--- src/rtl/div_4bits.sv ---
// rtl/div_4bits.sv - sequential restoring divider, 2*BITS-bit dividend by BITS-bit divisor
module div_4bits #(
  parameter int BITS = 4
) (
  input  logic                clk,
  input  logic                rst,
  input  logic                start,
  input  logic [2*BITS-1:0]   Dividend,
  input  logic [BITS-1:0]     Divisor,
  output logic                busy,
  output logic                done,
  output logic [2*BITS-1:0]   Quotient_o,
  output logic [BITS-1:0]     Remainder_o,
  output logic                div_zero_o
);

  localparam int CW = $clog2(2*BITS+1);
  localparam logic [CW-1:0] STEPS = CW'(2*BITS);

  typedef enum logic [1:0] {
    S_IDLE = 2'd0,
    S_CALC = 2'd1,
    S_DONE = 2'd2
  } state_t;

  state_t              r_state;
  state_t              w_state_next;
  logic [2*BITS-1:0]   r_qsh;
  logic [BITS:0]       r_prem;
  logic [BITS-1:0]     r_div;
  logic [CW-1:0]       r_cnt;

  logic [BITS:0]       w_shift;
  logic [BITS:0]       w_div_ext;
  logic [BITS:0]       w_sub;
  logic                w_ge;
  logic [BITS:0]       w_prem_next;
  logic [2*BITS-1:0]   w_qsh_next;

  // One restoring step: shift {prem, qsh} left, subtract divisor when it fits.
  // The bit shifted out of prem's top also counts as "fits", which keeps the
  // compare correct without widening the datapath.
  always_comb begin
    w_shift     = {r_prem[BITS-1:0], r_qsh[2*BITS-1]};
    w_div_ext   = {1'b0, r_div};
    w_sub       = w_shift - w_div_ext;
    w_ge        = r_prem[BITS] | (w_shift >= w_div_ext);
    w_prem_next = w_ge ? w_sub : w_shift;
    w_qsh_next  = {r_qsh[2*BITS-2:0], w_ge};
  end

  // State register.
  always_ff @(posedge clk or negedge rst) begin
    if (!rst) r_state <= S_IDLE;
    else      r_state <= w_state_next;
  end

  // Next-state and handshake outputs; divide-by-zero skips CALC entirely.
  always_comb begin
    w_state_next = r_state;
    busy         = (r_state != S_IDLE);
    done         = 1'b0;
    case (r_state)
      S_IDLE: begin
        if (start) w_state_next = (Divisor == '0) ? S_DONE : S_CALC;
      end
      S_CALC: begin
        if (r_cnt == '0) w_state_next = S_DONE;
      end
      S_DONE: begin
        done         = 1'b1;
        w_state_next = S_IDLE;
      end
      default: w_state_next = S_IDLE;
    endcase
  end

  // Datapath: capture on accept, iterate in CALC, publish results on entry to DONE.
  always_ff @(posedge clk or negedge rst) begin
    if (!rst) begin
      r_qsh       <= '0;
      r_prem      <= '0;
      r_div       <= '0;
      r_cnt       <= '0;
      Quotient_o  <= '0;
      Remainder_o <= '0;
      div_zero_o  <= 1'b0;
    end else begin
      case (r_state)
        S_IDLE: begin
          if (start) begin
            r_qsh  <= Dividend;
            r_div  <= Divisor;
            r_prem <= '0;
            r_cnt  <= STEPS;
            if (Divisor == '0) begin
              Quotient_o  <= '1;
              Remainder_o <= Dividend[BITS-1:0];
              div_zero_o  <= 1'b1;
            end
          end
        end
        S_CALC: begin
          if (r_cnt != '0) begin
            r_qsh  <= w_qsh_next;
            r_prem <= w_prem_next;
            r_cnt  <= r_cnt - CW'(1);
          end else begin
            Quotient_o  <= r_qsh;
            Remainder_o <= r_prem[BITS-1:0];
            div_zero_o  <= 1'b0;
          end
        end
        default: ;
      endcase
    end
  end

endmodule
--- config.mk ---
export PLATFORM = sky130hd
export DESIGN_NAME = div_4bits
export DESIGN_NICKNAME = d
export VERILOG_FILES = /design/src/rtl/div_4bits.sv
export SDC_FILE = /design/constraint.sdc
export NUM_CORES = 1
export LEC_CHECK = 0
export CAP_MARGIN = 20
export CORE_ASPECT_RATIO = 1.1
export CORE_MARGIN = 2
export CORE_UTILIZATION = 56
export CTS_CLUSTER_DIAMETER = 40
export DETAILED_ROUTE_END_ITERATION = 10
export MAX_ROUTING_LAYER = met4
export PLACE_DENSITY_LB_ADDON = 0.3
export SLEW_MARGIN = 20
export SYNTH_ARGS = -nofsm -noshare
export SYNTH_HDL_FRONTEND = slang
export SYNTH_SLANG_ARGS = --single-unit
--- constraint.sdc ---
create_clock -name clk -period 5.5 [get_ports clk]
set_input_delay 1.375 -clock clk [delete_from_list [all_inputs] [get_ports clk]]
set_output_delay 1.375 -clock clk [all_outputs]
set_load 0.01 [all_outputs]
==> results.md, run 1 <==
Outcome:
- The run finished with clean final reports.

Min path:
- The endpoint of the worst hold-timing path is r_prem[4].
- The worst hold path was traced through 2 stages.
- In this run the most critical hold path is launched from r_prem[4].
- The tightest min-delay check is of the flop to flop type.

Die:
- The initial standard-cell utilization of the core is 59.14%.
- The count of pins on the block boundary is 30.
- The height of the die is 63.76 µm.
- The floorplan has 21 rows.
- The area of the core is 0.003074 mm².
- The die extent in x is 58.33 µm.
- The full die area is 0.003719 mm².

STA:
- The hold violation count in the final report is 0.
- After routing, the total negative slack on setup checks comes to 0 ns.
- Timing would allow up to 305.2 MHz.
- On the final layout, the worst clock skew is 0.009401 ns.
- Setup repair after global routing left no endpoint under its margin.
- Measured against its own limit, the worst slew margin works out to 34.88%.
- At the pin with the least slew margin, the transition time is 0.9748 ns.
- The share of the cycle needed by the critical path after routing is 59.58%.
- Counting I/O delays and the setup requirement, the final critical path takes 3.277 ns.
- The number of setup violations in the final report is 0.
- The final count of pins violating max slew came to 0.

Place:
- The final weighted congestion in routability-driven placement is 0.9049.
- The half-perimeter wire length after detailed placement is 2903 µm.
- The number of input and output port buffers inserted is 29.

Critical path:
- STA classifies the critical path startpoint as a primary input.
- The endpoint identified for the worst register-to-register timing path is Remainder_o[3].
- For the worst setup path, the data arrival time is 3.51 ns.
- The slack of the worst reg-to-reg path is 3.14 ns.
- The data required time at the worst endpoint is 5.73 ns.
- The critical path start-end classification is primary input to flop.
- The number of cells on the worst reg-to-reg path is 4.
- The worst setup path is captured at a flop.
- The worst flop-to-flop path startpoint is r_state[1].
- The largest fanout on the critical path is 14.

Clock network:
- The H-tree was split into 2 levels.
- Counting the buffers created by CTS gives 5.
- The number of hold buffers added after CTS was 0.
- The CTS tree is done.
- The register clock-pin slew on the reported worst setup and hold paths is 0.10 ns.
- The number of sinks driven by the clock tree is 36.
- After clock tree synthesis, the setup repair step added 0 buffers.
- The number of gates resized after cts is 0.
- The later pin in the worst-skew pair is clocked with a latency of 0.34 ns.
- Counting along the longest clock path gives a buffer depth of 2.
- The clock tree root buffer cell is sky130_fd_sc_hd__clkbuf_4.

Layout:
- The post-synthesis to final-layout area growth is 19.89%.
- The share of layout cells above drive strength 1 is 8.879%.
- The final net count is 236.
- The final antenna diode count is 0.

Logic synthesis:
- The Yosys step of the flow raised 0 warnings.
- The number of enable-type register cells in the synthesized netlist is 0.
- When the netlist entered floorplanning its net count stood at 206.
- After synthesis, the most frequently instantiated cells are sky130_fd_sc_hd__dfrtp_1, sky130_fd_sc_hd__nand2_1, sky130_fd_sc_hd__nor2_1.
- Synthesis handed over a netlist of 184 instances.
- Sorting the synthesized cells by area gives the leading types as sky130_fd_sc_hd__dfrtp_1, sky130_fd_sc_hd__nand2_1, sky130_fd_sc_hd__ha_1, sky130_fd_sc_hd__nor2_1, sky130_fd_sc_hd__o21ai_0.
- The total of flip-flops plus latches after synthesis is 36.
- The number of different library cells in the post-synthesis netlist is 41.
- The most repeated cell in the gate-level netlist after synthesis is sky130_fd_sc_hd__dfrtp_1.
- The synthesized design devotes to its leading area cell type 49.55% of total area.
- The area of the mapped netlist is 0.001818 mm².
- The dominant synthesized flop cell is sky130_fd_sc_hd__dfrtp_1.
- Summed over all instances, the cell type with the most area after synthesis is sky130_fd_sc_hd__dfrtp_1.
- The register area share after synthesis is 49.55%.
- The mean post-synth cell area is 9.880 µm².
- Of all flip-flops after synthesis, the portion carrying an async set or reset was 100.0%.

Job:
- The tool flagged a number of max-cap violations equal to 0.

Routing:
- In this run the remaining antenna-violating nets after routing total 0.
- Across all layers, the routed design uses 1459 vias.
- The wire length per cell is 15.92 µm.
- In the routed layout, each cell is associated on average with a via count of 5.883.
- For this block, the routed nets add up to 3948 µm of wire.
- The DRC violation count after routing is 0.
- The number of design-rule violations left by the first detailed-router iteration is 71.
- For this run, the detailed router's first-pass iteration total came to 4.

Power and ir drop:
- For this design the ratio of total power to cell area is 621.0 mW/mm².
- The largest vdd supply drop is 0.3743 mV.
- The total power consumption of the routed design is 1.354 mW.
- The leakage dissipation is 0.9436 nW.

GRT:
- The initial antenna violation count is 0.
- The largest net degree at the start of global routing is 37.
- The global-route wire length before repair is 6858 µm.
- For this run the aggregate overflow at the end of global routing stands at 0.
- The total global routing track utilization is 24.96%.
- The via count of the first global-routing pass is 1538.
==> worst max-delay path by stage <==
| stage | startpoint | end | slack, ns | cells past startpoint |
|---|---|---|---|---|
| detailed placement | Divisor[1] | Remainder_o[3] | 1.93 | 5 |
| floorplan | Divisor[1] | Remainder_o[2] | 2.79 | 5 |
| finish | Divisor[1] | Remainder_o[3] | 2.22 | 5 |
| global route | Divisor[1] | Remainder_o[3] | 2.12 | 5 |
| global placement | Divisor[1] | Remainder_o[0] | 2.02 | 5 |
| CTS | Divisor[1] | Remainder_o[3] | 2.29 | 5 |
==> state kept, by name, summed over array words and instances (netlist names) <==
signal       flops
r_qsh            8
Quotient_o       8
r_state          2
r_div            4
div_zero_o       1
r_cnt            4
r_prem           5
Remainder_o      4
==> logic make-up after synthesis <==
group	after synthesis	share of synthesized area, %
buffers and inverters	20	5.093
AO/OA/AOI/OAI	36	13.63
multiplexers	8	4.955
AND/OR/NAND/NOR	74	20.10
adder cells (fa/ha/maj)	7	5.230
XOR/XNOR	3	1.446
flip-flops	36	49.55
==> stage by stage <==
step,cell area [µm²],utilization (%),hold slack [ns],worst slack [ns],cells
floorplan,1818,-,0.4445,2.794,184
global placement,2115,68.78,0.4727,2.021,241
detailed placement,2115,68.78,0.4800,1.930,241
CTS,2180,70.90,0.5045,2.285,248
global route,2180,70.90,0.5520,2.122,248
finish,2180,70.90,0.5160,2.223,248
==> area by class of cell <==
class / instances / area [µm²]
fillers: 249 / 894.6
multi-input cells: 128 / 824.5
inverters: 13 / 48.80
repair buffers: 30 / 297.8
well taps: 34 / 42.54
clock buffers: 7 / 65.06
flip-flops and latches: 36 / 900.9
==> report_power, final <==
part | internal (mW) | switching, mW | total [mW] | leakage (nW)
Sequential | 0.386 | 0.0943 | 0.480 | 0.420
Clock | 0.0725 | 0.0847 | 0.157 | 0.0374
Combinational | 0.328 | 0.388 | 0.716 | 0.486
Total | 0.786 | 0.567 | 1.35 | 0.944
==> critical path, stage by stage <==
cell and delay, ns:
sky130_fd_sc_hd__clkdlybuf4s50_1 0.42, sky130_fd_sc_hd__nor4_1 0.55, sky130_fd_sc_hd__a21oi_1 0.21, sky130_fd_sc_hd__nor3_4 0.53, sky130_fd_sc_hd__mux2_2 0.42
==> metal layers <==
layer	track usage [%]	vias to the layer above	part of all wire [%]
met3	6.073	10	5.8
met2	41.01	43	51
li1	-	690	-
met1	30.03	716	41
met5	-	-	0
met4	7.849	0	1.7
==> layout by cell type (no fill, tap or decap), drive strengths merged, types with 4 or more instances in the layout <==
| cell type | netlist | routed |
|---|---|---|
| o21ai | 11 | 11 |
| clkbuf | 3 | 7 |
| inv | 13 | 13 |
| a31oi | 7 | 7 |
| ha | 6 | 6 |
| nand2 | 35 | 35 |
| nor2 | 17 | 17 |
| o22a | 4 | 4 |
| mux2 | 5 | 5 |
| clkdlybuf4s50 | 0 | 29 |
| nand4 | 4 | 4 |
| dfrtp | 36 | 36 |
Power figures use the tool's default switching activity.
==> run 2, diff against run 1 <==
--- a/config.mk
+++ b/config.mk
@@ -8,7 +8,7 @@
 export CAP_MARGIN = 20
 export CORE_ASPECT_RATIO = 1.1
 export CORE_MARGIN = 2
-export CORE_UTILIZATION = 56
+export CORE_UTILIZATION = 52
 export CTS_CLUSTER_DIAMETER = 40
 export DETAILED_ROUTE_END_ITERATION = 10
 export MAX_ROUTING_LAYER = met4
==> constraint.sdc (replaced) <==
create_clock -name clk -period 3.41 [get_ports clk]
set_input_delay 0.8525 -clock clk [delete_from_list [all_inputs] [get_ports clk]]
set_output_delay 0.8525 -clock clk [all_outputs]
set_load 0.01 [all_outputs]
==> results.md, run 2 (synthesized netlist as in run 1, its figures left out) <==
Outcome:
- Result of the run: finished clean (unchanged).

Die:
- The die extent in x is 60.38 µm (was 58.33 µm).
- The full die area came to 0.003986 mm² (was 0.003719 mm²).
- The count of pins on the block boundary is 30 (unchanged).
- The floorplan row count came to 22 (was 21).
- The initial standard-cell utilization of the core was 54.58% (was 59.14%).
- The height of the die is 66.02 µm (was 63.76 µm).
- The area of the core came to 0.003331 mm² (was 0.003074 mm²).

Clock network:
- The CTS tree is done (unchanged).
- The register clock-pin slew on the reported worst setup and hold paths is 0.10 ns (about the same).
- The number of gates resized after cts is 0 (unchanged).
- The number of H-tree levels is 2 (unchanged).
- The clock insertion delay at the later pin of the skew report came to 0.34 ns (about the same).
- The total setup buffers inserted after CTS is 0 (unchanged).
- The maximum clock path buffer count is 2 (unchanged).
- The number of clock buffers inserted by TritonCTS is 5 (unchanged).
- The number of sinks driven by the clock tree is 36 (unchanged).
- The clock tree root buffer cell is sky130_fd_sc_hd__clkbuf_4 (unchanged).
- The cts-stage hold buffer count came to 0 (unchanged).

STA:
- The post-route minimum period is 2.465 ns.
- The number of setup violations in the final report is 0 (unchanged).
- Setup repair after global routing missed its margin: false (unchanged).
- The final count of pins violating max slew is 0 (unchanged).
- The transition at the pin with the smallest max-transition slack is 0.8092 ns (was 0.9748 ns).
- The fmax is 405.7 MHz.
- The worst slew slack as a fraction of its limit is 45.59% (was 34.88%).
- The total negative setup slack is 0 ns (unchanged).
- The hold violation count in the final report is 0 (unchanged).
- The share of the cycle needed by the critical path after routing is 72.28%.
- The worst hold margin is 0.5052 ns (was 0.5160 ns).
- The worst clock skew is 0.004507 ns (was 0.009401 ns).

Place:
- The final weighted congestion in routability-driven placement came to 0.7935 (was 0.9049).
- The count of placed standard cells including taps is 258 (was 241).
- The half-perimeter wire length after detailed placement is 2896 µm (was 2903 µm).
- The number of input and output port buffers inserted was 29 (unchanged).

Routing:
- The wire length per cell was 14.64 µm (was 15.92 µm).
- The detail-routed via count per cell is 5.506 (was 5.883).
- The final routed wirelength across all metal layers is 3879 µm (was 3948 µm).
- The number of design-rule violations left by the first detailed-router iteration was 159 (was 71).
- The total via count after detailed routing was 1459 (unchanged).
- The post-detailed-route count of antenna-violating nets came to 0 (unchanged).
- The length of the first detailed-routing pass in iterations was 4 (unchanged).
- The DRC violation count after routing is 0 (unchanged).

Critical path:
- The slack of the worst reg-to-reg path is 1.22 ns (was 3.14 ns).
- The critical path start-end classification is primary input to flop (unchanged).
- The kind of end point of the critical path is a flop (unchanged).
- The data arrival time of the critical path is 2.73 ns (was 3.51 ns).
- The cell at the slowest stage of the critical path was sky130_fd_sc_hd__nor4_1 (unchanged).
- The type of origin of the critical path is a primary input (unchanged).
- The cell family with the largest share of critical-path delay is simple AND/OR/NAND/NOR gates (unchanged).
- The sum of buffers and inverters on the critical path is 2 (was 1).
- The data required time at the worst endpoint is 3.67 ns (was 5.73 ns).
- The largest fanout on the critical path is 8 (was 14).
- The highest cell delay on the worst timing path is 0.46 ns (was 0.55 ns).
- Cell chain of the critical path: clkdlybuf4s50_1 > nor4_1 > a21oi_1 > nor3_4 > buf_4 > mux2i_1 (was clkdlybuf4s50_1 > nor4_1 > a21oi_1 > nor3_4 > mux2_2).

Layout:
- Commonest non-fill, non-tap cells in the layout: sky130_fd_sc_hd__dfrtp_1, sky130_fd_sc_hd__nand2_1, sky130_fd_sc_hd__clkdlybuf4s50_1, sky130_fd_sc_hd__nor2_1, sky130_fd_sc_hd__inv_1 (unchanged).
- The post-route non-filler standard cell count is 265 (was 248).
- The share of layout cells above drive strength 1 came to 9.677% (was 8.879%).
- The most common cell after layout, fill and taps aside is sky130_fd_sc_hd__dfrtp_1 (unchanged).
- Top Registers: Quotient_o x8, r_qsh x8, r_prem x5 (unchanged).
- The final antenna diode count is 0 (unchanged).
- The post-synthesis to final-layout area growth is 21.06% (was 19.89%).
- The final net count is 239 (was 236).

GRT:
- The initial antenna violation count came to 0 (unchanged).
- The largest net degree at the start of global routing is 37 (unchanged).
- The via count of the first global-routing pass came to 1519 (was 1538).
- The residual overflow from global routing came to 0 (unchanged).
- The global-route wire length before repair is 6775 µm (was 6858 µm).
- The total global routing track utilization is 23.48% (was 24.96%).

Power and ir drop:
- The portion of total power attributed to combinational logic is 54.3% (was 52.9%).
- The total power per unit cell area was 981.2 mW/mm² (was 621.0 mW/mm²).
- The relative contribution of sequential cells to total power is 36.0% (was 35.5%).
- The clock share of power is 9.7% (was 11.6%).
- The cell-internal power is 1.249 mW (was 0.7863 mW).
- The fraction of power spent switching nets is 42.17% (was 41.91%).
- The largest vdd supply drop is 0.4168 mV (was 0.3743 mV).
- The leakage dissipation is 0.9493 nW (was 0.9436 nW).
- The net switching power is 0.9107 mW (was 0.5672 mW).

Job:
- The number of maximum-capacitance violations is 0 (unchanged).

Min path:
- The class of the most critical hold timing path was flop to flop (unchanged).
## run 2: through the flow
stage | instance area, µm² | utilization (%) | worst slack (ns) | power (mW)
final | 2201 | 66.08 | 0.9453 | 2.160
after global routing | 2201 | 66.08 | 0.8433 | 2.358
after CTS | 2201 | 66.08 | 0.9480 | 2.175
after detailed placement | 2155 | 64.69 | 0.6053 | 1.962
after global placement | 2155 | 64.69 | 0.6594 | 1.903
after floorplan | 1818 | - | 1.226 | 1.576
## run 2: final cells by class
class	count	area [µm²]
fill	287	1130
sequential	36	900.9
multi-input combinational	128	824.5
timing repair buffer	33	320.3
tap	48	60.06
inverter	13	48.80
clock buffer	6	41.29
clock inverter	1	5.005
## run 2: worst min-delay path: stages, from the launching register on
cell and delay [ns]:
sky130_fd_sc_hd__dfrtp_1 0.36, sky130_fd_sc_hd__nand2_1 0.05, sky130_fd_sc_hd__o41ai_1 0.06
## run 2: worst paths after layout
kind / from / end / cells after the start
max: Divisor[1] / Quotient_o[1] / 6
min: r_prem[4] / r_prem[4] / 2
max reg2reg: r_state[1] / Quotient_o[1] / 5
min reg2reg: r_prem[4] / r_prem[4] / 2
max in group asynchronous: rst / r_cnt[3] / 2
min in group asynchronous: rst / r_qsh[5] / 2
## run 2: layer usage
| layer | vias up | wire length, µm | track usage (%) |
|---|---|---|---|
| met4 | 0 | 42 | 5.000 |
| met2 | 39 | 1945 | 39.13 |
| met5 | - | 0 | - |
| met1 | 711 | 1679 | 28.72 |
| li1 | 704 | - | - |
| met3 | 5 | 213 | 5.871 |
## run 2: power groups by stage
stage	Combinational, mW	Sequential [mW]	Clock, mW
6_report	1.17	0.778	0.210
5_1_grt	1.32	0.802	0.235
4_1_cts	1.18	0.776	0.216
3_5_place_dp	1.18	0.784	0
3_3_place_gp	1.13	0.772	0
2_1_floorplan	0.797	0.779	0
==> run 3, diff against run 2 <==
--- a/config.mk
+++ b/config.mk
@@ -8,7 +8,7 @@
 export CAP_MARGIN = 20
 export CORE_ASPECT_RATIO = 1.1
 export CORE_MARGIN = 2
-export CORE_UTILIZATION = 52
+export CORE_UTILIZATION = 47
 export CTS_CLUSTER_DIAMETER = 40
 export DETAILED_ROUTE_END_ITERATION = 10
 export MAX_ROUTING_LAYER = met4
==> constraint.sdc (replaced) <==
create_clock -name clk -period 2.1 [get_ports clk]
set_input_delay 0.525 -clock clk [delete_from_list [all_inputs] [get_ports clk]]
set_output_delay 0.525 -clock clk [all_outputs]
set_load 0.01 [all_outputs]
==> results.md, run 3 (synthesized netlist as in run 1, its figures left out) <==
Outcome:
- Result of the run: finished clean (unchanged).

Power and ir drop:
- The total power per unit cell area is 1624 mW/mm² (was 981.2 mW/mm²).
- The largest vdd supply drop is 0.6892 mV (was 0.4168 mV).
- The leakage dissipation is 1.012 nW (was 0.9493 nW).

Critical path:
- The slack of the worst reg-to-reg path came to 0.10 ns (was 1.22 ns).
- The critical register-to-register path endpoint is r_prem[3] (was Quotient_o[1]).
- The number of cells traversed by the worst register-to-register path is 6 (was 5).
- The cell at the slowest stage of the critical path was sky130_fd_sc_hd__clkdlybuf4s50_1 (was sky130_fd_sc_hd__nor4_1).
- Cell chain of the critical path: nor2_1 > inv_1 > clkdlybuf4s50_1 (was clkdlybuf4s50_1 > nor4_1 > a21oi_1 > nor3_4 > buf_4 > mux2i_1).
- The kind of end point of the critical path is a primary output (was flop).
- The type of origin of the critical path was a flop (was primary input).
- The data required time at the worst endpoint is 1.57 ns (was 3.67 ns).
- The data arrival time of the critical path is 1.49 ns (was 2.73 ns).
- The sum of buffers and inverters on the critical path is 2 (unchanged).
- The worst flop-to-flop path startpoint is r_div[1] (was r_state[1]).
- The highest cell delay on the worst timing path came to 0.48 ns (was 0.46 ns).
- The critical path start-end classification is flop to primary output (was primary input to flop).
- The largest fanout on the critical path was 7 (was 8).
- The cell family with the largest share of critical-path delay is buffers and inverters (was simple AND/OR/NAND/NOR gates).

GRT:
- The residual overflow from global routing was 0 (unchanged).
- The largest net degree at the start of global routing is 37 (unchanged).
- The global-route wire length before repair was 6672 µm (was 6775 µm).
- The via count of the first global-routing pass came to 1437 (was 1519).
- The initial antenna violation count is 0 (unchanged).
- The total global routing track utilization came to 20.08% (was 23.48%).

Routing:
- The met1 wire length is 1714 µm (was 1679 µm).
- The total via count after detailed routing is 1487 (was 1459).
- The post-detailed-route count of antenna-violating nets is 0 (unchanged).
- The length of the first detailed-routing pass in iterations is 4 (unchanged).
- The detail-routed via count per cell is 5.368 (was 5.506).
- The number of design-rule violations left by the first detailed-router iteration is 95 (was 159).
- The final routed wirelength across all metal layers is 3958 µm (was 3879 µm).
- The wire length on met2 is 1993 µm (was 1945 µm).
- The highest metal layer with signal wires is met4 (unchanged).
- The wire length per cell is 14.29 µm (was 14.64 µm).
- The total length of routed met3 wires is 185 µm (was 213 µm).
- The DRC violation count after routing was 0 (unchanged).

Min path:
- The cell count of the worst hold path is 2 (unchanged).
- The class of the most critical hold timing path is flop to flop (unchanged).
- The startpoint of the most critical hold path is r_prem[4] (unchanged).
- The endpoint of the worst hold-timing path is r_prem[4] (unchanged).

STA:
- The worst slew slack as a fraction of its limit is 70.68% (was 45.59%).
- The number of setup violations in the final report was 0 (unchanged).
- The worst path needs 2.016 ns of the cycle, external delays included.
- The final count of pins violating max slew is 0 (unchanged).
- Of the available clock period, the critical path in the final layout requires 96.00%.
- The worst hold margin is 0.5018 ns (was 0.5052 ns).
- The transition at the pin with the smallest max-transition slack is 0.4399 ns (was 0.8092 ns).
- The fmax is 496.0 MHz.
- The hold violation count in the final report is 0 (unchanged).
- The worst clock skew is 0.004013 ns (was 0.004507 ns).

Die:
- The count of pins on the block boundary is 30 (unchanged).
- The height of the die was 69.23 µm (was 66.02 µm).
- The area of the core is 0.003684 mm² (was 0.003331 mm²).
- The floorplan row count came to 23 (was 22).
- The full die area is 0.004382 mm² (was 0.003986 mm²).
- The die extent in x is 63.30 µm (was 60.38 µm).
- The initial standard-cell utilization of the core is 49.35% (was 54.58%).

Layout:
- The final antenna diode count was 0 (unchanged).
- The final instance area was 0.002317 mm² (was 0.002201 mm²).
- The final net count is 249 (was 239).
- The final core area utilization is 62.91% (was 66.08%).
- Commonest non-fill, non-tap cells in the layout: sky130_fd_sc_hd__dfrtp_1, sky130_fd_sc_hd__nand2_1, sky130_fd_sc_hd__clkdlybuf4s50_1, sky130_fd_sc_hd__nor2_1, sky130_fd_sc_hd__buf_4 (was sky130_fd_sc_hd__dfrtp_1, sky130_fd_sc_hd__nand2_1, sky130_fd_sc_hd__clkdlybuf4s50_1, sky130_fd_sc_hd__nor2_1, sky130_fd_sc_hd__inv_1).
- The post-route non-filler standard cell count is 277 (was 265).
- The number of filler instances in the final layout was 326 (was 287).
- The share of layout cells above drive strength 1 was 14.54% (was 9.677%).
- Top Registers: Quotient_o x8, r_qsh x8, r_prem x5 (unchanged).
- The post-synthesis to final-layout area growth is 27.46% (was 21.06%).

Clock network:
- The clock insertion delay at the later pin of the skew report is 0.28 ns (was 0.34 ns).
- The cts-stage hold buffer count was 0 (unchanged).
- The number of sinks driven by the clock tree was 36 (unchanged).
- The number of clock buffers inserted by TritonCTS is 5 (unchanged).
- The number of H-tree levels is 2 (unchanged).
- The CTS tree was done (unchanged).
- The maximum clock path buffer count came to 2 (unchanged).
- The register clock-pin slew on the reported worst setup and hold paths came to 0.07 ns (was 0.10 ns).
- The clock tree root buffer cell is sky130_fd_sc_hd__clkbuf_8 (was sky130_fd_sc_hd__clkbuf_4).

Place:
- The count of placed standard cells including taps was 266 (was 258).
- The placement-stage cell area is 0.002202 mm² (was 0.002155 mm²).
- The final weighted congestion in routability-driven placement came to 0.8419 (was 0.7935).
- The half-perimeter wire length after detailed placement is 2914 µm (was 2896 µm).
- The number of input and output port buffers inserted is 29 (unchanged).

Job:
- The number of maximum-capacitance violations is 0 (unchanged).
[run 3: cell count changes in the layout (fill, tap and decap cells not counted)]
| cell | delta |
|---|---|
| sky130_fd_sc_hd__buf_4 | +10 |
| sky130_fd_sc_hd__clkbuf_4 | -5 |
| sky130_fd_sc_hd__clkbuf_8 | +5 |
| sky130_fd_sc_hd__dfrtp_1 | -1 |
| sky130_fd_sc_hd__dfrtp_2 | +1 |
| sky130_fd_sc_hd__nor4_1 | -1 |
| sky130_fd_sc_hd__nor4_2 | +1 |
[run 3: worst max-delay path by stage]
| stage | from | endpoint | slack (ns) | cells past startpoint |
|---|---|---|---|---|
| 3_5_place_dp | Divisor[1] | Quotient_o[1] | -0.18 | 8 |
| 6_report | r_state[1] | busy | 0.08 | 3 |
| 2_1_floorplan | r_prem[0] | r_prem[3] | 0.21 | 5 |
| 3_3_place_gp | Divisor[1] | Remainder_o[0] | -0.12 | 7 |
| 5_1_grt | Divisor[2] | Quotient_o[2] | -0.005 | 8 |
| 4_1_cts | r_state[1] | busy | 0.05 | 3 |
[run 3: power by group]
group | internal, mW | switching [mW]
logic | 1.01 | 1.04
clock network | 0.225 | 0.229
registers | 1.02 | 0.248
[run 3: tightest hold or removal path, cell delays in order, from the launching register on]
cell and delay, ns:
sky130_fd_sc_hd__dfrtp_1 0.35, sky130_fd_sc_hd__nand2_1 0.05, sky130_fd_sc_hd__o41ai_1 0.06
[run 3: metal layers]
metal | global-route usage [%] | vias up
li1 | - | 721
met1 | 24.44 | 716
met2 | 33.22 | 43
met3 | 4.221 | 7
met4 | 7.005 | 0
met5 | - | -
[run 3: area by class of cell]
type / count / area (µm²) / area share (%)
inverter: 13 / 48.80 / 2.106
clock buffer: 6 / 72.57 / 3.132
sequential: 36 / 902.1 / 38.93
timing repair buffer: 43 / 395.4 / 17.06
tap: 50 / 62.56 / 2.700
clock inverter: 1 / 5.005 / 0.2160
multi-input combinational: 128 / 830.8 / 35.85
[run 3: stage by stage]
step	total power [mW]	TNS, ns	setup slack (ns)
2_1_floorplan	2.558	0	0.2146
3_3_place_gp	3.191	-0.9973	-0.1228
3_5_place_dp	3.261	-1.535	-0.1823
4_1_cts	3.733	0	0.04911
5_1_grt	4.072	-0.004751	-0.004751
6_report	3.763	0	0.08398
[run 3: timing repair]
action,CTS,global route
endpoints found under the hold margin,0,0
setup buffers,0,4
setup endpoints to repair,0,4
resized for setup,0,2
